### src/rtl/ip_ram_arbiter_pkg.sv
// Shared types and constants for the two-requester RAM port arbiter.
package ip_ram_arbiter_pkg;

  typedef enum logic [1:0] {ST_IDLE, ST_ISSUE, ST_WDONE, ST_RWAIT} state_t;

  typedef logic req_id_t;

  localparam int         REQ_NUM      = 2;
  localparam logic [7:0] TIMEOUT_DATA = 8'hFF;

endpackage

### src/rtl/ip_ram_arbiter_slot.sv
// One-deep request latch for a single requester: loads on a pulse when empty,
// drops pulses while occupied, and empties when the arbiter retires the transaction.
module ip_ram_arbiter_slot #(
  parameter int ADDR_W = 22
) (
  input  logic              clk,
  input  logic              reset,
  input  logic              rd,
  input  logic              wr,
  input  logic [ADDR_W-1:0] address,
  input  logic [7:0]        wdata,
  input  logic              clear,
  output logic              valid,
  output logic              is_wr,
  output logic [ADDR_W-1:0] addr,
  output logic [7:0]        data
);

  // clear only ever arrives while valid is set, so it never races a load
  always_ff @(posedge clk or posedge reset) begin
    if (reset) begin
      valid <= 1'b0;
      is_wr <= 1'b0;
      addr  <= '0;
      data  <= '0;
    end else if (clear) begin
      valid <= 1'b0;
    end else if (!valid && (rd || wr)) begin
      valid <= 1'b1;
      is_wr <= wr;
      addr  <= address;
      data  <= wdata;
    end
  end

endmodule

### src/rtl/ip_ram_arbiter.sv
// Shares one RAM port between the MegaROM mapper (req0) and the auxiliary loader (req1).
// Define ARB_ROUND_ROBIN_EN for round-robin arbitration; otherwise req0 has fixed priority.
module ip_ram_arbiter
  import ip_ram_arbiter_pkg::*;
#(
  parameter int ADDR_W     = 22,
  parameter int RD_TIMEOUT = 255
) (
  input  logic              clk,
  input  logic              reset,
  // Requester side: rd/wr are one-cycle pulses accepted only while reqN_busy is low;
  // a pulse seen while busy is dropped. reqN_rdata is qualified by the one-cycle reqN_rdata_en.
  input  logic              req0_rd,
  input  logic              req0_wr,
  input  logic [ADDR_W-1:0] req0_address,
  input  logic [7:0]        req0_wdata,
  output logic              req0_busy,
  output logic [7:0]        req0_rdata,
  output logic              req0_rdata_en,
  input  logic              req1_rd,
  input  logic              req1_wr,
  input  logic [ADDR_W-1:0] req1_address,
  input  logic [7:0]        req1_wdata,
  output logic              req1_busy,
  output logic [7:0]        req1_rdata,
  output logic              req1_rdata_en,
  output logic              rd,
  output logic              wr,
  input  logic              busy,
  output logic [ADDR_W-1:0] address,
  output logic [7:0]        wdata,
  input  logic [7:0]        rdata,
  input  logic              rdata_en,
  output state_t            dbg_state
);

  logic [REQ_NUM-1:0] slot_valid;
  logic [REQ_NUM-1:0] slot_wr;
  logic [REQ_NUM-1:0] slot_clear;
  logic [ADDR_W-1:0]  slot_addr [REQ_NUM];
  logic [7:0]         slot_data [REQ_NUM];

  ip_ram_arbiter_slot #(.ADDR_W(ADDR_W)) u_slot0 (
    .clk(clk), .reset(reset), .rd(req0_rd), .wr(req0_wr),
    .address(req0_address), .wdata(req0_wdata), .clear(slot_clear[0]),
    .valid(slot_valid[0]), .is_wr(slot_wr[0]), .addr(slot_addr[0]), .data(slot_data[0])
  );

  ip_ram_arbiter_slot #(.ADDR_W(ADDR_W)) u_slot1 (
    .clk(clk), .reset(reset), .rd(req1_rd), .wr(req1_wr),
    .address(req1_address), .wdata(req1_wdata), .clear(slot_clear[1]),
    .valid(slot_valid[1]), .is_wr(slot_wr[1]), .addr(slot_addr[1]), .data(slot_data[1])
  );

  state_t             state, state_next;
  req_id_t            owner, grant_id;
  logic               do_grant, do_ret;
  logic [7:0]         ret_data;
  logic [7:0]         timer, timer_inc;
  logic [7:0]         rdata_q [REQ_NUM];
  logic [REQ_NUM-1:0] rdata_en_q;
`ifdef ARB_ROUND_ROBIN_EN
  req_id_t            last_grant;
`endif

  always_comb begin
    state_next = state;
    do_grant   = 1'b0;
    do_ret     = 1'b0;
    ret_data   = rdata;
    slot_clear = '0;
    timer_inc  = (timer == 8'hFF) ? timer : timer + 8'd1;

    if (&slot_valid) begin
`ifdef ARB_ROUND_ROBIN_EN
      grant_id = ~last_grant;
`else
      grant_id = 1'b0;
`endif
    end else begin
      grant_id = ~slot_valid[0];
    end

    case (state)
      ST_IDLE: begin
        if (!busy && |slot_valid) begin
          do_grant   = 1'b1;
          state_next = ST_ISSUE;
        end
      end
      ST_ISSUE: state_next = slot_wr[owner] ? ST_WDONE : ST_RWAIT;
      ST_WDONE: begin
        slot_clear[owner] = 1'b1;
        state_next        = ST_IDLE;
      end
      ST_RWAIT: begin
        // timeout fires on the cycle the wait count would reach RD_TIMEOUT
        if (rdata_en) begin
          do_ret = 1'b1;
        end else if (timer_inc == 8'(RD_TIMEOUT)) begin
          do_ret   = 1'b1;
          ret_data = TIMEOUT_DATA;
        end
        if (do_ret) begin
          slot_clear[owner] = 1'b1;
          state_next        = ST_IDLE;
        end
      end
      default: state_next = ST_IDLE;
    endcase
  end

  always_ff @(posedge clk or posedge reset) begin
    if (reset) begin
      state      <= ST_IDLE;
      owner      <= 1'b0;
      timer      <= '0;
      address    <= '0;
      wdata      <= '0;
      rdata_en_q <= '0;
      for (int i = 0; i < REQ_NUM; i++) rdata_q[i] <= '0;
`ifdef ARB_ROUND_ROBIN_EN
      last_grant <= 1'b1;
`endif
    end else begin
      state      <= state_next;
      rdata_en_q <= '0;
      if (do_grant) begin
        owner   <= grant_id;
        address <= slot_addr[grant_id];
        wdata   <= slot_data[grant_id];
`ifdef ARB_ROUND_ROBIN_EN
        last_grant <= grant_id;
`endif
      end
      if (state == ST_ISSUE)      timer <= '0;
      else if (state == ST_RWAIT) timer <= timer_inc;
      if (do_ret) begin
        rdata_en_q[owner] <= 1'b1;
        rdata_q[owner]    <= ret_data;
      end
    end
  end

  assign rd            = (state == ST_ISSUE) && !slot_wr[owner];
  assign wr            = (state == ST_ISSUE) &&  slot_wr[owner];
  assign req0_busy     = slot_valid[0];
  assign req1_busy     = slot_valid[1];
  assign req0_rdata    = rdata_q[0];
  assign req1_rdata    = rdata_q[1];
  assign req0_rdata_en = rdata_en_q[0];
  assign req1_rdata_en = rdata_en_q[1];
  assign dbg_state     = state;

endmodule
### config.mk
export PLATFORM = sky130hd
export DESIGN_NAME = ip_ram_arbiter
export DESIGN_NICKNAME = d
export VERILOG_FILES = /design/src/rtl/ip_ram_arbiter_pkg.sv /design/src/rtl/ip_ram_arbiter_slot.sv /design/src/rtl/ip_ram_arbiter.sv
export SDC_FILE = /design/constraint.sdc
export NUM_CORES = 1
export LEC_CHECK = 0
export BUFFER_PORTS_ARGS = -buffer_cell sky130_fd_sc_hd__buf_4
export CORE_ASPECT_RATIO = 0.9
export CORE_MARGIN = 3
export CORE_UTILIZATION = 45
export CTS_BUF_LIST = sky130_fd_sc_hd__clkbuf_4 sky130_fd_sc_hd__clkbuf_8
export DETAILED_ROUTE_END_ITERATION = 7
export MAX_ROUTING_LAYER = met4
export PLACE_DENSITY_LB_ADDON = 0.1
export SYNTH_ARGS = -nofsm -noshare
export SYNTH_HDL_FRONTEND = slang
export SYNTH_SLANG_ARGS = --single-unit
### constraint.sdc
create_clock -name clk -period 4.2 [get_ports clk]
set_input_delay 0.21 -clock clk [delete_from_list [all_inputs] [get_ports clk]]
set_output_delay 0.21 -clock clk [all_outputs]
set_load 0.05 [all_outputs]
==> results of run 1 <==
==> worst register-to-register path, stage by stage, from the launching register on <==
cell,delay [ns]
dfrtp_1,0.46
ha_1,0.34
and2_1,0.24
o22ai_1,0.16
o2111ai_1,0.22
o31ai_4,0.50
a211oi_4,0.11
buf_4,0.32
mux2_1,0.38
==> power by group through the flow <==
stage	clock network [W]	logic, W	registers, W
2_1_floorplan	0	0.00125	0.00287
3_3_place_gp	0	0.00261	0.00220
3_5_place_dp	0	0.00266	0.00222
6_report	0.00118	0.00266	0.00220
5_1_grt	0.00127	0.00285	0.00228
4_1_cts	0.00121	0.00268	0.00220
==> per-layer routing <==
layer / GRT usage [%] / vias to the layer above
li1: - / 1811
met1: 25.4 / 1852
met3: 6.41 / 17
met2: 30.7 / 111
met5: - / -
met4: 6.78 / 0
==> logic make-up after synthesis <==
kind of cell,after synthesis,share of synthesized area (%)
buf+inv,33,3.30
flops,123,59.3
mux,92,19.2
simple gates,75,6.22
fa+ha+maj,1,0.241
compound gates,88,11.8
==> metrics by stage <==
stage | setup WS (ns) | hold WS, ns | std cells | utilization (%)
6_report | 1.36 | 0.0286 | 739 | 63.9
2_1_floorplan | 0.719 | 0.345 | 412 | -
5_1_grt | 1.18 | 0.000149 | 739 | 63.9
3_5_place_dp | 1.38 | 0.434 | 675 | 56.8
4_1_cts | 1.36 | 0.0000372 | 732 | 63.3
3_3_place_gp | 1.46 | 0.427 | 675 | 56.8
==> flip-flops by register name, indices dropped and copies added (netlist names) <==
signal	cells
address	22
dbg_state	2
owner	1
rdata_en_q	2
req0_rdata	8
req1_rdata	8
timer	8
u_slot0.addr	22
u_slot0.data	8
u_slot0.is_wr	1
u_slot0.valid	1
u_slot1.addr	22
u_slot1.data	8
u_slot1.is_wr	1
u_slot1.valid	1
wdata	8
==> final timing paths <==
check	slack (ns)	cells past startpoint	to	start
min in group asynchronous	0.54	3	rdata_en_q[0]	reset
worst min register to register	0.49	1	u_slot0.addr[14]	u_slot0.addr[14]
worst min-delay path	0.03	2	u_slot0.data[1]	req0_wdata[1]
worst max-delay path	1.36	8	u_slot0.addr[4]	timer[0]
max in group asynchronous	2.68	4	u_slot0.valid	reset
worst max register to register	1.36	8	u_slot0.addr[4]	timer[0]
==> cell usage after synthesis (2+ instances only) <==
library cell / number / area, um2
a211oi_4: 2 / 40.0
a21oi_1: 42 / 210
a2bb2oi_1: 16 / 140
a31oi_1: 2 / 12.5
and2_1: 3 / 18.8
and3_1: 3 / 18.8
buf_2: 2 / 10.0
buf_6: 6 / 67.6
clkbuf_1: 16 / 60.1
dfrtp_1: 123 / 3080
inv_1: 8 / 30.0
mux2_1: 6 / 67.6
mux2_2: 55 / 619
mux2i_1: 31 / 310
nand2_1: 12 / 45.0
nor2_1: 46 / 173
nor3_1: 5 / 25.0
o211ai_1: 2 / 15.0
o21ai_0: 8 / 40.0
o2bb2ai_1: 2 / 17.5
o31ai_1: 4 / 30.0
==> layout make-up <==
class	count	share of cell area, %
clock inverters	6	1.88
flip-flops and latches	123	43.6
inverters	9	0.514
well taps	152	2.70
repair buffers	168	19.0
multi-input cells	256	27.6
clock buffers	25	4.61
==> flow_metrics.py, run 1 <==
metrics = {
    "cts": {
        "clockBufferDepth": 2,
        "cts_htree_levels": 4,
        "postCtsSetupBuffers": 0,
        "numCtsBuffers": 17,
        "clkTransAtPathRegs_ns": 0.07,
        "cts_root_buffer": "clkbuf_8",
        "insertion_delay_ns": 0.42,
        "cts_sinks": 123,
        "cts_hold_buf": 26,
        "cts_tree": "yes",
        "cts_resized": 0,
    },
    "critical_path": {
        "crit_path_max_fanout": 31,
        "crit_type": "reg -> reg",
        "endpoint_kind": "register",
        "crit_chain": "ha_1 > and2_1 > o22ai_1 > o2111ai_1 > o31ai_4 > a211oi_4 > buf_4 > mux2_1",
        "crit_arrival_ns": 3.14,
        "crit_required_ns": 4.49,
        "crit_slowest_cell": "o31ai_4",
        "crit_family": "compound AO/OA/AOI/OAI gates",
        "cp_slowest_stage_delay_ns": 0.50,
        "worstSetupStartpointType": "register",
        "path_buf_inv": 1,
    },
    "detailed_routing": {
        "met3_length_um": 711,
        "drt_iter0_drc": 252,
        "drt-met1-wl_um": 5320,
        "routed_wl_um": 12000,
        "wl_per_cell_um": 16.2,
        "drt-vias-per-instance": 5.13,
        "met2WireLength_um": 5780,
        "firstDrtPassIters": 4,
        "postRouteAntennaNets": 0,
        "highest-signal-layer": "met4",
        "vias": 3791,
        "drc_errors": 0,
    },
    "synth": {
        "synth-seq-area-share_pct": 59.3,
        "syn_area_um2": 5190,
        "avgSynthCellArea_um2": 12.6,
        "ys_dominant_reg_cell": "dfrtp_1",
        "synth_fp_nets": 489,
        "synth_edf_count": 0,
        "async_flop_share_pct": 100,
        "syn_inst": 412,
        "synth.distinct_cells": 39,
        "yosys_warnings": 0,
        "synth_seq_cells": 123,
    },
    "cells_and_area": {
        "final_area_um2": 7060,
        "antennaDiodeCount": 0,
        "layout.cells.most_common": "buf_4",
        "layout.filler_cells": 912,
        "syn_to_final_growth_pct": 35.9,
        "ff_latch_area_um2": 3080,
        "multiInputGateArea_um2": 1950,
        "drive_above_1_share_pct": 39.0,
        "nets": 652,
        "layout_common_cells": "135 x buf_4, 122 x dfrtp_1, 55 x mux2_2",
    },
    "power_and_ir_drop": {
        "p_per_area_nw_per_um2": 855,
        "internal-power_w": 0.00359,
        "clock_power_share_pct": 19.5,
        "power_frac_comb_pct": 44.1,
        "switching_power_w": 0.00245,
        "swShare_pct": 40.6,
        "p_seq_share_pct": 36.4,
        "peakVddDrop_v": 0.000468,
        "leakage_nw": 3.28,
        "total_power_w": 0.00603,
    },
    "worst_hold_path": {
        "hold_class": "in -> reg",
    },
    "placed_design": {
        "place_area_um2": 6270,
        "dp_hpwl_um": 7780,
        "place_congestion": 0.837,
        "port_buffers": 129,
    },
    "sta": {
        "min_period_ns": 2.84,
        "finClkSkew_ns": 0.0110,
        "slew_violations": 0,
        "rsz0062_at_grt": "false",
        "finalCritPeriodShare_pct": 67.7,
        "final-hold-violation-count": 0,
        "relSlewSlack_pct": 26.1,
        "worstMarginPinSlew_ns": 1.11,
        "finalSetupViolations": 0,
        "tns_ns": 0,
        "fmax_mhz": 352,
    },
    "grt": {
        "grt_max_degree": 69,
        "grt_overflow": 0,
        "grt_pass1_wl_um": 19400,
        "grt_pass1_vias": 3777,
        "antenna_found_initial": 0,
        "grt_use_total_pct": 20.0,
    },
    "flow_run": {
        "maxCapViolations": 0,
    },
    "die": {
        "rows": 36,
        "die_x_um": 119,
        "core_um2": 11000,
        "dieArea_um2": 12900,
        "pin_count": 130,
        "fp.dieH_um": 108,
        "start_util_pct": 47.1,
    },
    "run_status": {
        "status": "finished, final reports clean",
    },
}
(Power assumes the default switching activity.)
==> inputs of run 2 (changes only) <==
clock period = 2.3 ns   (was 4.2 ns; I/O delays follow)
==> run 2 against run 1 <==
Effect of this change:
- worst hold slack got worse by 0.0025 ns
- the run now ends with setup timing left
- sequential share of layout area down 4.5 points
- cell area up 12%
- global-route usage rose by 2.2 points
- core utilization rose by 7.4 points
==> flow_metrics.py, run 2 (synthesized netlist as in run 1, its figures left out) <==
metrics = {
    "run_status": {
        "status": "complete, but fails checks",
        "violations": "setup timing",
    },
    "die": {
        "rows": 36,
        "pin_count": 130,
        "dieArea_um2": 12900,
        "core_um2": 11000,
        "die_x_um": 119,
        "start_util_pct": 47.1,
        "fp.dieH_um": 108,
    },
    "cells_and_area": {
        "nets": 726,
        "antennaDiodeCount": 0,
        "top_regs": "address: 22 flops, u_slot0.addr: 22 flops, u_slot1.addr: 22 flops",
        "layout_common_cells": "162 x buf_4, 120 x dfrtp_1, 72 x dlygate4sd3_1",
        "drive_above_1_share_pct": 42.7,
        "final_core_util_pct": 71.4,
        "layout.filler_cells": 792,
        "layout.cells.most_common": "buf_4",
        "syn_to_final_growth_pct": 51.7,
        "multiInputGateArea_um2": 2080,
        "ff_latch_area_um2": 3080,
    },
    "placed_design": {
        "port_buffers": 129,
        "place_congestion": 0.873,
        "dp_hpwl_um": 8190,
        "place_ws_ns": -0.0909,
    },
    "worst_hold_path": {
        "hp-start": "busy",
        "holdPathStages": 4,
        "hold_class": "in -> reg",
        "hold_end": "dbg_state[0]",
    },
    "grt": {
        "grtUsageMet3_pct": 6.15,
        "grt_use_total_pct": 22.3,
        "grt_pass1_vias": 4252,
        "globalRouteMet1Util_pct": 28.1,
        "grt_overflow": 0,
        "antenna_found_initial": 0,
        "grt.met2_usage_pct": 35.0,
        "grt_pass1_wl_um": 21700,
        "grt_max_degree": 63,
        "grt-busiest-layer": "met2",
    },
    "power_and_ir_drop": {
        "leakage_nw": 3.65,
        "internal-power_w": 0.00665,
        "power_frac_comb_pct": 48.8,
        "clock_power_share_pct": 17.0,
        "total_power_w": 0.0113,
        "switching_power_w": 0.00469,
        "p_seq_share_pct": 34.2,
        "peakVddDrop_v": 0.000735,
        "swShare_pct": 41.3,
        "p_per_area_nw_per_um2": 1440,
    },
    "critical_path": {
        "endpoint_kind": "register",
        "crit_top_cell": "buf_4",
        "rr_endpoint": "u_slot1.addr[11]",
        "crit_slowest_cell": "dfrtp_1",
        "crit_arrival_ns": 2.64,
        "crit_chain": "buf_4 > buf_4 > nand2_1 > o32ai_2 > a32oi_4 > o31ai_4 > a211oi_4 > buf_6 > clkbuf_16 > mux2_2",
        "crit_type": "reg -> reg",
        "r2r_start": "timer[1]",
        "cp_slowest_stage_delay_ns": 0.43,
        "path_buf_inv": 4,
        "crit_path_max_fanout": 6,
        "crit_family": "compound AO/OA/AOI/OAI gates",
        "rr_worst_depth": 10,
        "ff2ff_setup_slack_ns": -0.02,
        "worstSetupStartpointType": "register",
        "crit_required_ns": 2.62,
    },
    "cts": {
        "insertion_delay_ns": 0.44,
        "cts_tree": "yes",
        "clockBufferDepth": 2,
        "numCtsBuffers": 17,
        "cts_root_buffer": "clkbuf_8",
        "cts_sinks": 123,
        "cts_htree_levels": 4,
        "clkTransAtPathRegs_ns": 0.07,
    },
    "detailed_routing": {
        "wl_per_cell_um": 16.5,
        "routed_wl_um": 13400,
        "firstDrtPassIters": 4,
        "drt-vias-per-instance": 5.02,
        "drc_errors": 0,
        "drt_iter0_drc": 207,
        "vias": 4090,
        "postRouteAntennaNets": 0,
    },
    "sta": {
        "tns_ns": -0.0980,
        "fmax_mhz": 431,
        "finalCritPeriodShare_pct": 101,
        "worst_slack_ns": -0.0213,
        "final-hold-violation-count": 0,
        "relSlewSlack_pct": 56.4,
        "worstMarginPinSlew_ns": 0.648,
        "finClkSkew_ns": 0.0102,
        "min_period_ns": 2.32,
        "slew_violations": 0,
        "finalSetupViolations": 8,
        "rsz0062_at_grt": "true",
    },
    "flow_run": {
        "maxCapViolations": 0,
    },
}
[run 2: through the flow]
step | hold WS, ns | std cells | cell area (um2)
final | 0.0261 | 814 | 7880
after global routing | 0.0443 | 814 | 7880
after CTS | 0.00713 | 813 | 7770
after detailed placement | 0.233 | 700 | 6540
after global placement | 0.223 | 700 | 6540
after floorplan | 0.250 | 412 | 5220
[run 2: worst max-delay path by stage]
stage | slack (ns) | end | depth (start not counted) | startpoint
after global placement | -0.05 | u_slot0.data[6] | 8 | timer[1]
after detailed placement | -0.09 | u_slot1.addr[6] | 7 | timer[2]
final | -0.02 | u_slot1.addr[11] | 10 | timer[1]
after floorplan | 0.01 | u_slot0.addr[10] | 7 | timer[3]
after global routing | -0.11 | u_slot1.addr[17] | 8 | timer[4]
after CTS | -0.04 | u_slot1.addr[7] | 9 | timer[0]
[run 2: timing repair]
action / in CTS / in global routing
hold buffers: 72 / 0
pin swaps: 3 / 9
endpoints found under the setup margin: 61 / 78
cloned: 1 / 1
buffers inserted: 8 / 1
resized for setup: 5 / 27
endpoints found under the hold margin: 102 / 0
[run 2: routing by layer]
| layer | vias up | wire length [um] |
|---|---|---|
| li1 | 1947 | - |
| met5 | - | 0 |
| met3 | 16 | 633 |
| met1 | 2017 | 6120 |
| met4 | 0 | 167 |
| met2 | 110 | 6480 |
[run 2: worst min-delay path: cells and delay by family]
family / cells / cell delay (ns)
compound gates: 1 / 0.08
buf+inv: 1 / 0.09
simple gates: 2 / 0.12
[run 2: final cells by class]
type                    instances  share of cell area (%)
clock buffers                  25                    4.05
clock inverters                 7                    1.11
inverters                       9                   0.476
multi-input cells             256                    26.4
flip-flops and latches        123                    39.1
well taps                     152                    2.41
repair buffers                242                    26.5
[run 2: power by group through the flow]
stage / Clock (W) / Combinational, W / Sequential, W
2_1_floorplan: 0 / 0.00228 / 0.00525
3_3_place_gp: 0 / 0.00513 / 0.00385
3_5_place_dp: 0 / 0.00522 / 0.00388
4_1_cts: 0.00198 / 0.00543 / 0.00386
5_1_grt: 0.00209 / 0.00588 / 0.00402
6_report: 0.00193 / 0.00553 / 0.00388
